==> src/rtl/game_stats_counter.sv <==
// Score, lines and level statistics in BCD, updated from line-clear events.
// Points are base x (level+1), accumulated one BCD add per cycle.
module game_stats_counter #(
    parameter int NUMBER_LEN      = 6,
    parameter int LINES_PER_LEVEL = 10,
    parameter int MAX_LEVEL       = 99
) (
    input  logic                    clk_i,
    input  logic                    rst_i,
    input  logic                    new_game_i,
    input  logic                    lines_valid_i,
    input  logic [2:0]              lines_cnt_i,
    output logic                    lines_ready_o,
    output logic [NUMBER_LEN*4-1:0] score_o,
    output logic [NUMBER_LEN*4-1:0] lines_o,
    output logic [NUMBER_LEN*4-1:0] level_o
);

    localparam int W = NUMBER_LEN * 4;

    // state       | meaning
    // S_IDLE      | waiting for a line-clear event, ready high
    // S_ADD_LINES | add latched count to lines, maybe step level
    // S_ADD_SCORE | add base points once per iteration
    localparam logic [1:0] S_IDLE      = 2'd0;
    localparam logic [1:0] S_ADD_LINES = 2'd1;
    localparam logic [1:0] S_ADD_SCORE = 2'd2;

    // Level stepping watches the tens digit, so only 10 lines per level works.
    if (LINES_PER_LEVEL != 10) begin : g_bad_lpl
        $error("LINES_PER_LEVEL must be 10");
    end

    localparam logic [W-1:0] ALL_NINES = {NUMBER_LEN{4'h9}};

    function automatic logic [W:0] bcd_add(input logic [W-1:0] a, input logic [W-1:0] b);
        logic [4:0]   s;
        logic         c;
        logic [W-1:0] r;
        c = 1'b0;
        r = '0;
        for (int i = 0; i < NUMBER_LEN; i++) begin
            s = {1'b0, a[4*i +: 4]} + {1'b0, b[4*i +: 4]} + {4'b0, c};
            if (s > 5'd9) begin
                s = s + 5'd6;
                c = 1'b1;
            end else begin
                c = 1'b0;
            end
            r[4*i +: 4] = s[3:0];
        end
        return {c, r};
    endfunction

    logic [1:0]   state_q;
    logic [2:0]   cnt_q;
    logic [6:0]   lvl_q;
    logic [6:0]   iter_q;

    logic [W-1:0] base;
    logic [W-1:0] lines_inc;
    logic [W-1:0] one;
    logic [W:0]   lines_sum;
    logic [W:0]   score_sum;
    logic [W:0]   level_sum;
    logic [W-1:0] lines_next;
    logic [W-1:0] score_next;
    logic [6:0]   level_bin;
    logic         legal;

    assign lines_ready_o = (state_q == S_IDLE);
    assign level_bin     = ({3'b0, level_o[7:4]} * 7'd10) + {3'b0, level_o[3:0]};

    always_comb begin
        base  = '0;
        legal = 1'b1;
        case (cnt_q)
            3'd1:    base[15:0] = 16'h0040;
            3'd2:    base[15:0] = 16'h0100;
            3'd3:    base[15:0] = 16'h0300;
            3'd4:    base[15:0] = 16'h1200;
            default: legal = 1'b0;
        endcase
        lines_inc      = '0;
        lines_inc[3:0] = {1'b0, cnt_q};
        one            = '0;
        one[0]         = 1'b1;
        lines_sum      = bcd_add(lines_o, lines_inc);
        score_sum      = bcd_add(score_o, base);
        level_sum      = bcd_add(level_o, one);
        lines_next     = lines_sum[W] ? ALL_NINES : lines_sum[W-1:0];
        score_next     = score_sum[W] ? ALL_NINES : score_sum[W-1:0];
    end

    always_ff @(posedge clk_i or posedge rst_i) begin
        if (rst_i) begin
            state_q <= S_IDLE;
            cnt_q   <= '0;
            lvl_q   <= '0;
            iter_q  <= '0;
            score_o <= '0;
            lines_o <= '0;
            level_o <= '0;
        end else if (new_game_i) begin
            state_q <= S_IDLE;
            iter_q  <= '0;
            score_o <= '0;
            lines_o <= '0;
            level_o <= '0;
        end else begin
            case (state_q)
                S_IDLE: begin
                    if (lines_valid_i) begin
                        cnt_q   <= lines_cnt_i;
                        lvl_q   <= level_bin;
                        state_q <= S_ADD_LINES;
                    end
                end
                S_ADD_LINES: begin
                    if (legal) begin
                        lines_o <= lines_next;
                        if ((lines_next[7:4] != lines_o[7:4]) && (level_bin < 7'(MAX_LEVEL)))
                            level_o <= level_sum[W-1:0];
                        iter_q  <= lvl_q + 7'd1;
                        state_q <= S_ADD_SCORE;
                    end else begin
                        state_q <= S_IDLE;
                    end
                end
                S_ADD_SCORE: begin
                    score_o <= score_next;
                    iter_q  <= iter_q - 7'd1;
                    if (iter_q == 7'd1)
                        state_q <= S_IDLE;
                end
                default: state_q <= S_IDLE;
            endcase
        end
    end

endmodule

==> config.mk <==
export PLATFORM = sky130hd
export DESIGN_NAME = game_stats_counter
export DESIGN_NICKNAME = d
export VERILOG_FILES = /design/src/rtl/game_stats_counter.sv
export SDC_FILE = /design/constraint.sdc
export NUM_CORES = 1
export LEC_CHECK = 0
export ABC_AREA = 0
export CAP_MARGIN = 40
export CORE_MARGIN = 2
export CORE_UTILIZATION = 52
export CTS_CLUSTER_DIAMETER = 30
export CTS_CLUSTER_SIZE = 12
export DETAILED_ROUTE_END_ITERATION = 10
export PLACE_DENSITY = 0.79
export SLEW_MARGIN = 20
export SYNTH_ARGS = -nofsm -noshare
export SYNTH_HDL_FRONTEND = slang
export SYNTH_SLANG_ARGS = --single-unit
==> constraint.sdc <==
create_clock -name clk_i -period 9.12 [get_ports clk_i]
set_clock_uncertainty 0.2 [all_clocks]
set_input_delay 1.368 -clock clk_i [delete_from_list [all_inputs] [get_ports clk_i]]
set_output_delay 1.368 -clock clk_i [all_outputs]
set_load 0.005 [all_outputs]
==> impl_metrics.toml <==
[die]
initial_utilization_pct = 52.5
ios = 80
die_w_um = 122
rows = 43
coreArea_um2 = 13700
die_area_um2 = 14800
die_h_um = 122

[critical_path]
path_max_fanout = 5
critPathMaxStageDelay_ps = 420
worstPathRequired_ps = 9210
crit_type = "reg -> reg"
rr_startpoint = "score_o[1]$_DFFE_PP0P_"
ff2ff_setup_slack_ps = 360
reg2reg_depth = 51
arrival_ps = 8850
critPathLaunchType = "flop"
worstReg2RegEnd = "score_o[18]$_DFFE_PP0P_"
critPathCaptureType = "flop"
slowest_stage = "fa_2"

[power_and_ir_drop]
total_power_w = 0.00110
p_leak_nw = 4.04
switching_share_pct = 30.5
power_density_nw_per_um2 = 119
p_clk_share_pct = 35.4
peakVddDrop_uv = 104
p_int_w = 0.000761
p_switching_w = 0.000335
comb_power_share_pct = 23.0
p_seq_share_pct = 41.7

[global_route]
grt-ovfl-total = 0
use_met2_pct = 38.3
grt_pass1_wl_um = 28600
grt_antenna_before_repair = 0
busiest_layer = "met2"
grtUsageMet1_pct = 32.0
gr-usage-all-layers_pct = 23.6
use_met3_pct = 5.06
grt_pass1_vias = 6118
grt_max_degree = 49

[drt]
wl_um = 17700
drt_iter0_markers = 336
dr.pass1.iters = 5
vias_per_cell = 5.78
vias = 6584
drc = 0
antenna_left = 0
routedWlPerCell_um = 15.6

[clock_network]
clk_latency_ps = 360
cts_buffers = 9
root_buffer = "clkbuf_16"
clockBufferDepth = 2
h-tree-depth = 3
clock_sinks = 91
cts_tree = "yes"
holdBufCountCts = 0
path_clk_slew_ps = 70

[timing]
post-route-period-util_pct = 96.1
setup_tns_ps = 0
finalHoldViolCount = 0
max_freq_ghz = 0.114
max_slew_margin_pct = 49.5
setup_violations = 0
period_minus_slack_ps = 8760
worst_pin_slew_ps = 755
slew_violations = 0

[cells_and_area]
final_cell_area_um2 = 9230
nets = 1038
n_fill_cell = 1083
layout-drive-gt1-share_pct = 18.4
diodes = 0
multi_input_area_um2 = 4910
area_growth_pct = 28.1
regArea_um2 = 2280

[yosys]
synthFlopType = "dfrtp_1"
ys_ff_latch = 91
syn_area_per_cell_um2 = 8.62
synth-async-reset-ratio_pct = 100
synth_top_area_cell = "dfrtp_1"
yosysWarningCount = 0
ys_seq_area_share_pct = 31.6
syn_area_um2 = 7210
yosysTopAreaCellShare_pct = 31.6
synth-edff-count = 0
synthCells = 836
synthDistinctLibCells = 72
ys_top_cells_by_area = "dfrtp_1, ha_1, xnor2_1, o21ai_0, a21oi_1"
syn-num-nets = 919

[flow_run]
cap_viol_max_count = 0

[hold_path]
hold_path_depth = 2
worstHoldStart = "iter_q[6]$_DFFE_PP0P_"
hp-class = "reg -> reg"
min_to = "iter_q[6]$_DFFE_PP0P_"

[placed_design]
port_buffers = 79
gp_congestion = 0.879
place_area_um2 = 8460
dp_hpwl_um = 11800

[outcome]
status = "finished, final reports clean"
## power by group through the flow
stage                     logic (W)  registers, W  clock network (W)
after floorplan            0.000164      0.000454                  0
after global placement     0.000225      0.000461                  0
after detailed placement   0.000234      0.000462                  0
after CTS                  0.000237      0.000455           0.000395
after global routing       0.000283      0.000460           0.000408
final                      0.000251      0.000456           0.000388
## Yosys cell counts, types with 6 or more instances
library cell  count
nor3_1           34
a211oi_1          9
nand2_1          64
xnor2_1          43
o31ai_1           8
inv_1            48
nor2b_1          19
nor3b_1           8
ha_1             70
a21boi_0          7
and2_1            6
nand3_1          28
xor2_1           12
nor2_1           70
nand3b_1          7
fa_1              6
dfrtp_1          91
mux2_2            8
clkbuf_1         30
nand2b_1          9
a32o_1            6
mux2i_1          21
a21oi_1          53
a31oi_1          16
o21ai_0          68
## worst max-delay path, delay by kind of cell, from the launching register on
| family | cells | cell delay (ps) |
|---|---|---|
| DFF | 1 | 410 |
| and+or+nand+nor | 9 | 800 |
| xor gates and xnor gates | 3 | 550 |
| adders and majority gates | 16 | 3670 |
| AOI/OAI and AO/OA | 16 | 2450 |
| buffers and inverters | 7 | 630 |
## registers in the layout (all words and copies together) (netlist names)
signal	cells
lvl_q	7
lines_o	24
iter_q	7
state_q	2
score_o	24
level_o	24
cnt_q	3
## per-stage QoR
step                      setup WS [ps]  util [%]  instances  hold slack [ps]
final                               356      67.3       1140              321
after global routing               -203      67.3       1140              366
after CTS                          7.11      64.4       1124              324
after detailed placement           -504      61.7       1107              308
after global placement             21.4      61.4       1105              302
after floorplan                   -54.4         -        836              271
## layout make-up
type	count	area share, %
tap	180	2.44
timing repair buffer	149	14.4
multi-input combinational	656	53.2
clock inverter	6	0.691
sequential	91	24.7
inverter	48	1.98
clock buffer	10	2.59
## metal layers
layer  wire, um  vias up
met1       8080     3175
met2       8660      155
li1           -     3237
met3        778       17
met4        216        0
met5          0        -
## placed cells by master, fill, tap and decap left out, types with 7 or more instances in the layout
cell type        Yosys  final
clkbuf_16            0      9
inv_2                0      8
dfrtp_1             91     90
nor3b_1              8      8
mux2i_1             21     21
a21oi_1             53     52
o21ai_0             68     67
nor3_1              34     32
xnor2_1             43     34
nand2_1             64     62
nor2b_1             19     19
mux2_2               8      8
nand3_1             28     28
nor2_1              70     69
ha_4                 0      8
a211oi_1             9      7
nand2b_1             9      9
ha_1                70     44
ha_2                 0     18
buf_4                2     66
nand3b_1             7      7
clkdlybuf4s50_1      0     78
inv_1               48     39
xor2_1              12     11
a31oi_1             16     15
## cells by family (layout without fill, tap and decap cells)
kind of cell	count (synthesis)	in the layout	share of synthesized area (%)
XOR/XNOR	55	55	6.68
AND/OR/NAND/NOR	270	270	18.6
adder cells (fa/ha/maj)	76	76	13.8
flip-flops	91	91	31.6
AO/OA/AOI/OAI	226	226	20.1
buffers and inverters	89	213	5.10
multiplexers	29	29	4.17
## what timing repair did
item,in CTS,in global routing
buffers inserted,1,15
cloned,0,1
endpoints found under the setup margin,13,48
gates resized for setup,14,68
pin swaps,2,21
## how the worst max path moves through the flow
stage	start	endpoint	slack, ps	cells past startpoint
final	score_o[1]$_DFFE_PP0P_	score_o[18]$_DFFE_PP0P_	360	51
after global routing	level_o[1]$_DFFE_PP0P_	level_o[23]$_DFFE_PP0P_	-200	47
after CTS	score_o[1]$_DFFE_PP0P_	score_o[14]$_DFFE_PP0P_	7	49
after detailed placement	level_o[0]$_DFFE_PP0P_	level_o[23]$_DFFE_PP0P_	-500	47
after global placement	level_o[0]$_DFFE_PP0P_	level_o[23]$_DFFE_PP0P_	20	48
after floorplan	level_o[0]$_DFFE_PP0P_	level_o[23]$_DFFE_PP0P_	-50	48
No activity file was read; power rests on OpenSTA's default activity.
